File: src/rtl/mem_arbiter.sv
// rtl/mem_arbiter.sv - two-requester arbiter/sequencer for a shared single-port memory
//
// Purpose:
//   Grants one of two requesters (instruction fetch "i", data "d") per access,
//   holds the memory's level strobe (mem_r/mem_w) until mem_ready, captures read
//   data, pulses the granted requester's ready for one cycle, then returns to
//   IDLE so the memory always sees at least one strobe-low cycle between accesses.
//
// Configuration:
//   MEM_ARB_RR_EN  defined   -> round-robin on ties (port not last granted wins)
//                  undefined -> fixed priority, port d over port i
//
// Ports:
//   clk, rstn                      clock (rising edge), async active-low reset
//   i_req, i_addr                  instruction read request (level) and byte address
//   i_rdata, i_ready               instruction read word and one-cycle completion pulse
//   d_req_r, d_req_w               data read / write request (level); both high = write
//   d_addr, d_wdata                data byte address and write word
//   d_rdata, d_ready               data read word and one-cycle completion pulse
//   mem_r, mem_w                   memory read / write strobe (level)
//   mem_addr, mem_w_data           memory byte address and write word
//   mem_r_data, mem_ready          memory read word and completion pulse

module mem_arbiter #(
   parameter int ADDR_WIDTH = 32,
   parameter int DATA_WIDTH = 32
) (
   input  logic                  clk,
   input  logic                  rstn,
   input  logic                  i_req,
   input  logic [ADDR_WIDTH-1:0] i_addr,
   output logic [DATA_WIDTH-1:0] i_rdata,
   output logic                  i_ready,
   input  logic                  d_req_r,
   input  logic                  d_req_w,
   input  logic [ADDR_WIDTH-1:0] d_addr,
   input  logic [DATA_WIDTH-1:0] d_wdata,
   output logic [DATA_WIDTH-1:0] d_rdata,
   output logic                  d_ready,
   output logic                  mem_r,
   output logic                  mem_w,
   output logic [ADDR_WIDTH-1:0] mem_addr,
   output logic [DATA_WIDTH-1:0] mem_w_data,
   input  logic [DATA_WIDTH-1:0] mem_r_data,
   input  logic                  mem_ready
);

   typedef enum logic [1:0] {
      S_IDLE = 2'd0,
      S_BUSY = 2'd1,
      S_RESP = 2'd2
   } state_t;

   state_t                r_state;
   state_t                w_next;

   logic                  r_grant_d;     // 0 = port i, 1 = port d
   logic                  r_mem_r;
   logic                  r_mem_w;
   logic [ADDR_WIDTH-1:0] r_mem_addr;
   logic [DATA_WIDTH-1:0] r_mem_w_data;
   logic [DATA_WIDTH-1:0] r_i_rdata;
   logic [DATA_WIDTH-1:0] r_d_rdata;
   logic                  r_i_ready;
   logic                  r_d_ready;

   logic                  w_d_req;
   logic                  w_any_req;
   logic                  w_pick_d;
   logic                  w_start;
   logic                  w_done;

   assign w_d_req   = d_req_r | d_req_w;
   assign w_any_req = i_req | w_d_req;

`ifdef MEM_ARB_RR_EN
   // On a tie the port not recorded in the grant register wins; the grant
   // register resets to port i, so port d takes the first tie.
   assign w_pick_d = w_d_req & (~i_req | ~r_grant_d);
`else
   assign w_pick_d = w_d_req;
`endif

   assign w_start = (r_state == S_IDLE) & w_any_req;
   assign w_done  = (r_state == S_BUSY) & mem_ready;

   always_ff @(posedge clk or negedge rstn) begin
      if (!rstn) begin
         r_state <= S_IDLE;
      end else begin
         r_state <= w_next;
      end
   end

   always_comb begin
      w_next = r_state;
      case (r_state)
         S_IDLE:  if (w_any_req) w_next = S_BUSY;
         S_BUSY:  if (mem_ready) w_next = S_RESP;
         S_RESP:  w_next = S_IDLE;
         default: w_next = S_IDLE;
      endcase
   end

   always_ff @(posedge clk or negedge rstn) begin
      if (!rstn) begin
         r_grant_d    <= 1'b0;
         r_mem_r      <= 1'b0;
         r_mem_w      <= 1'b0;
         r_mem_addr   <= '0;
         r_mem_w_data <= '0;
         r_i_rdata    <= '0;
         r_d_rdata    <= '0;
         r_i_ready    <= 1'b0;
         r_d_ready    <= 1'b0;
      end else begin
         r_i_ready <= 1'b0;
         r_d_ready <= 1'b0;
         if (w_start) begin
            r_grant_d  <= w_pick_d;
            r_mem_addr <= w_pick_d ? d_addr : i_addr;
            if (w_pick_d) begin
               r_mem_w_data <= d_wdata;
            end
            // A simultaneous d read+write is a write; port i only reads.
            r_mem_w <= w_pick_d & d_req_w;
            r_mem_r <= ~(w_pick_d & d_req_w);
         end
         if (w_done) begin
            r_mem_r <= 1'b0;
            r_mem_w <= 1'b0;
            // r_mem_r still holds the latched op at this edge.
            if (r_mem_r) begin
               if (r_grant_d) begin
                  r_d_rdata <= mem_r_data;
               end else begin
                  r_i_rdata <= mem_r_data;
               end
            end
            r_d_ready <= r_grant_d;
            r_i_ready <= ~r_grant_d;
         end
      end
   end

   assign mem_r      = r_mem_r;
   assign mem_w      = r_mem_w;
   assign mem_addr   = r_mem_addr;
   assign mem_w_data = r_mem_w_data;
   assign i_rdata    = r_i_rdata;
   assign d_rdata    = r_d_rdata;
   assign i_ready    = r_i_ready;
   assign d_ready    = r_d_ready;

endmodule

File: config.mk
export PLATFORM = sky130hd
export DESIGN_NAME = mem_arbiter
export DESIGN_NICKNAME = d
export VERILOG_FILES = /design/src/rtl/mem_arbiter.sv
export SDC_FILE = /design/constraint.sdc
export NUM_CORES = 1
export LEC_CHECK = 0
export ABC_AREA = 0
export CAP_MARGIN = 20
export CELL_PAD_IN_SITES_DETAIL_PLACEMENT = 0
export CELL_PAD_IN_SITES_GLOBAL_PLACEMENT = 1
export CORE_MARGIN = 4
export CORE_UTILIZATION = 35
export CTS_CLUSTER_DIAMETER = 30
export DETAILED_ROUTE_END_ITERATION = 6
export PLACE_DENSITY = 0.91
export SLEW_MARGIN = 20
export SYNTH_ARGS = -nofsm -noshare
export SYNTH_HDL_FRONTEND = slang
export SYNTH_SLANG_ARGS = --single-unit
File: constraint.sdc
create_clock -name clk -period 2.5 [get_ports clk]
set_input_delay 0.5 -clock clk [delete_from_list [all_inputs] [get_ports clk]]
set_output_delay 0.5 -clock clk [all_outputs]
set_load 0.01 [all_outputs]
## Word-level counts from Yosys, hierarchy flattened

Index checks and enable logic that the tools add are counted.

- ROM bits: 0
- Bits of input ports: 134
- Word-level logic and storage cells: 36
- Flip-flop bits (word level): 135
- Bits in latches: 0
- Memories kept: 0
- Output and inout port bits: 132
- RAM bits: 0

- Multiplexer cells: 10
- Add/subtract/negate cells: 0
- Divide/modulo/power cells: 0
- Equal/unequal tests: 3
- Shift operators: 0
- Bitwise gates (word level): 7
- Magnitude comparators: 0
- $mul: 0
- Reduce and logical (&&, ||, !) cells: 6

Operators with widths:

| kind | count |
|---|---|
| $mux 32 | 1 |
| $mux 1 | 6 |
| $reduce_and 3->1 | 2 |
| $mux 2 | 2 |
| $ne 2x2->1 const B | 2 |
| $pmux 2 s2 | 1 |
| $reduce_and 2->1 | 2 |
| $and 1x1->1 | 3 |
| $eq 2x1->1 const B | 1 |
| $logic_not 2->1 | 1 |
| $not 1->1 | 2 |
| $or 1x1->1 | 2 |
| $reduce_bool 2->1 | 1 |

## Logic depth before layout (Yosys ltp)

- Depth after elaboration: 5
- Depth in mapped cells: 5
- Mapped depth without buffers: 4

## Least setup slack after synthesis

OpenSTA, ideal clock, no wires.

- Path kind: input port to flip-flop
- Start point: input d_req_r
- End point: register r_mem_addr[13] (netlist: mem_addr[13])
- Data required time: 2,375 ps
- Buffers on the path: 1
- Data arrival time: 1,443 ps
- Setup time: 125 ps
- Stages: 3
- Slack: 932 ps
- Cell sequence: o31ai_4 > buf_6 > mux2_2

- Word-level cells in the longest chain between the ends: 3
- Elaborated cells between the ends (all ways): 4
- Classes of those cells: 1 x mux; 3 x bitwise

Ends and longest elaborated chain:

| item | RTL line | source |
|---|---|---|
| from (decl) | 34 | `input logic d_req_r,` |
| $or 1x1->1 (*) | 73 | `assign w_d_req = d_req_r \| d_req_w;` |
| $or 1x1->1 | 74 | `assign w_any_req = i_req \| w_d_req;` |
| $and 1x1->1 | 84 | `assign w_start = (r_state == S_IDLE) & w_any_req;` |
| to (signal assigned) | 121 | `r_mem_addr <= w_pick_d ? d_addr : i_addr;` |
| to (decl) | 60 | `logic [ADDR_WIDTH-1:0] r_mem_addr;` |

Every way passes the cells marked *; elsewhere a longest branch is shown, timed or not.
A chain may end at the register's enable or synchronous reset.

## Final worst setup path

- Start point: register r_mem_r (netlist: mem_r)
- End point: output mem_r

RTL lines:

| item | RTL line | source |
|---|---|---|
| from (decl) | 58 | `logic r_mem_r;` |
| from (signal assigned) | 127 | `r_mem_r <= ~(w_pick_d & d_req_w);` |
| to (decl) | 40 | `output logic mem_r,` |

No word-level cell between the ends.

==> metrics.csv <==
metric,value,unit
start_util,35.65,%
routedWlPerCell,17.56,um
clk_latency,420,ps
fin_crit_sh,76.49,%
ys_ff_latch,135,
p_total,11320,uW
maxSlewViolCount,0,
ant_nets,0,
dieWidth,135.0,um
cp.arrival,1410,ps
grt_overflow,0,
gp_congestion,0.7659,
cts_tree,done,
htree_levels,4,
ctsHoldBuffers,0,
grt_max_degree,62,
synthDistinctLibCells,23,
drt_iter0_drc,57,
syn_area_per_cell,17.20,sq um
setup_viol,0,
crit_path_end_kind,output port,
fill_cells,1240,
fin_crit,1912,ps
p_per_area,1236,mW/mm^2
first_global_vias,4411,
post-cts-setup-buffer-count,0,
synth_warnings,0,
power.leakage,0.003891,uW
netlist_area,0.005643,sq mm
dieArea,0.01822,sq mm
clockBufferDepth,2,
postCtsResizedCells,0,
fmax,523.0,MHz
peakVddDrop,704.1,uV
nNetsFinal,740,
crit_chain,clkdlybuf4s50_1,
relSlewSlack,61.76,%
n_antenna_cell,0,
core,0.01583,sq mm
cpPeakStageDelay,610,ps
cts_sinks,135,
grt_first_pass_wirelength,22.95,mm
worst_pin_slew,573.6,ps
io_buffer_count,265,
hp-class,primary input to asynchronous set/reset pin,
worst_setup_path_start_kind,flip-flop,
clk_pin_slew,60,ps
hpwl,11.14,mm
via_per_inst,4.612,
grtUsageTotal,16.22,%
rsz0062_at_grt,false,
cts_root_buffer,clkbuf_16,
cts_buffers,17,
drive_gt1_share,33.66,%
cap_viol_max_count,0,
area_growth,62.31,%
die_y,135.0,um
critical_path_buf_inv_count,1,
antenna_found_initial,0,
crit_type,flip-flop to output port,
drc,0,
io_pins,266,
ys_seq_area_share,59.87,%
first_pass_iters,4,
critical_path.slowest_cell,clkdlybuf4s50_1,
finalSetupTns,0,ps
placedInstanceArea,0.008573,sq mm
rows,46,
finalHoldViolCount,0,
cp_top_family,buffers and inverters,
crit_fanout,4,
drt_wl_total,14.64,mm
synthCells,328,
outcome,"complete, no violations",
final_area,0.009159,sq mm
skew,10.50,ps
syn-num-nets,462,
cp.required,2000,ps
num_vias,3846,
==> power by group <==
group	switching, uW	total, uW	internal [uW]
sequential	597	3870	3270
clock	922	2480	1560
combinational	1790	4970	3180
total	3310	11300	8010
==> kinds of logic after synthesis <==
logic type / Yosys count / synth area share [%]
mux: 161 / 35.03
flops: 135 / 59.87
buf+inv: 16 / 2.395
simple gates: 11 / 1.752
compound gates: 5 / 0.9534
==> Yosys cell counts <==
| cell type | count | area share (%) |
|---|---|---|
| or2b_1 | 1 | 0.13 |
| and2_2 | 1 | 0.13 |
| a31o_2 | 1 | 0.16 |
| o21ai_0 | 1 | 0.089 |
| o21ai_2 | 1 | 0.16 |
| o31ai_4 | 1 | 0.38 |
| nor3b_4 | 1 | 0.33 |
| a21bo_2 | 1 | 0.18 |
| and2_1 | 1 | 0.11 |
| nand3b_4 | 1 | 0.35 |
| inv_2 | 1 | 0.066 |
| nand3_2 | 1 | 0.18 |
| nor2_4 | 1 | 0.20 |
| buf_2 | 6 | 0.53 |
| mux2_1 | 3 | 0.60 |
| mux2i_1 | 1 | 0.18 |
| mux2_2 | 113 | 23 |
| dfrtp_1 | 135 | 60 |
| nor2_2 | 1 | 0.11 |
| buf_6 | 9 | 1.8 |
| mux2_4 | 44 | 12 |
| nor2_1 | 1 | 0.066 |
| nand2_1 | 2 | 0.13 |
==> path summary, 6_finish.rpt <==
path / startpoint / slack (ps) / cells past startpoint / to
max: mem_r / 590 / 1 / mem_r
min: rstn / 60 / 1 / i_rdata[3]
max reg2reg: r_state[1] / 850 / 4 / i_rdata[24]
min reg2reg: mem_addr[9] / 500 / 1 / mem_addr[9]
max in group asynchronous: rstn / 1780 / 2 / d_rdata[11]
min in group clk: mem_addr[9] / 500 / 1 / mem_addr[9]
==> metal layers <==
layer  vias to the layer above  share of wire (%)  wire [um]  track usage [%]
met1                      1923                 37       5379            17.26
met3                        28                9.4       1373            7.824
li1                       1723                  -          -                -
met2                       172                 51       7479            27.77
met5                         -                  0          0                0
met4                         0                2.8        411            6.439
==> through the flow <==
step                hold slack [ps]  instances  worst slack (ps)  util, %
floorplan                     204.4        328             932.0        -
global placement              470.1        803             256.4    54.17
detailed placement            491.5        803             221.2    54.17
CTS                           79.54        834             558.0    57.87
global route                  90.37        834             517.3    57.87
finish                        62.56        834             587.8    57.87
==> layout by cell type, fill, tap and decap left out, types with 2 or more instances in the layout <==
master             n
clkinv_4           2
buf_12             5
clkinvlp_4         2
clkbuf_16         17
mux2_2           113
buf_4              4
bufinv_16          3
nand2_1            2
mux2_4            44
dfrtp_1          135
mux2_1             3
clkinv_2           5
clkdlybuf4s50_1  264
==> layout make-up <==
class	instances	area [sq um]	share of cell area, %
clock buffer	18	429.2	4.686
tap	216	270.3	2.951
timing repair buffer	274	2784	30.40
clock inverter	13	156.4	1.708
inverter	1	3.754	0.04098
multi-input combinational	177	2137	23.33
sequential	135	3378	36.89
==> registers in the layout, summed over array words and instances (netlist names) <==
name and flops:
i_ready 1, r_grant_d 1, d_ready 1, mem_r 1, mem_w 1, r_state 2
d_rdata 32, mem_addr 32, i_rdata 32, mem_w_data 32
Note: power is estimated with default switching activity, not from simulation.
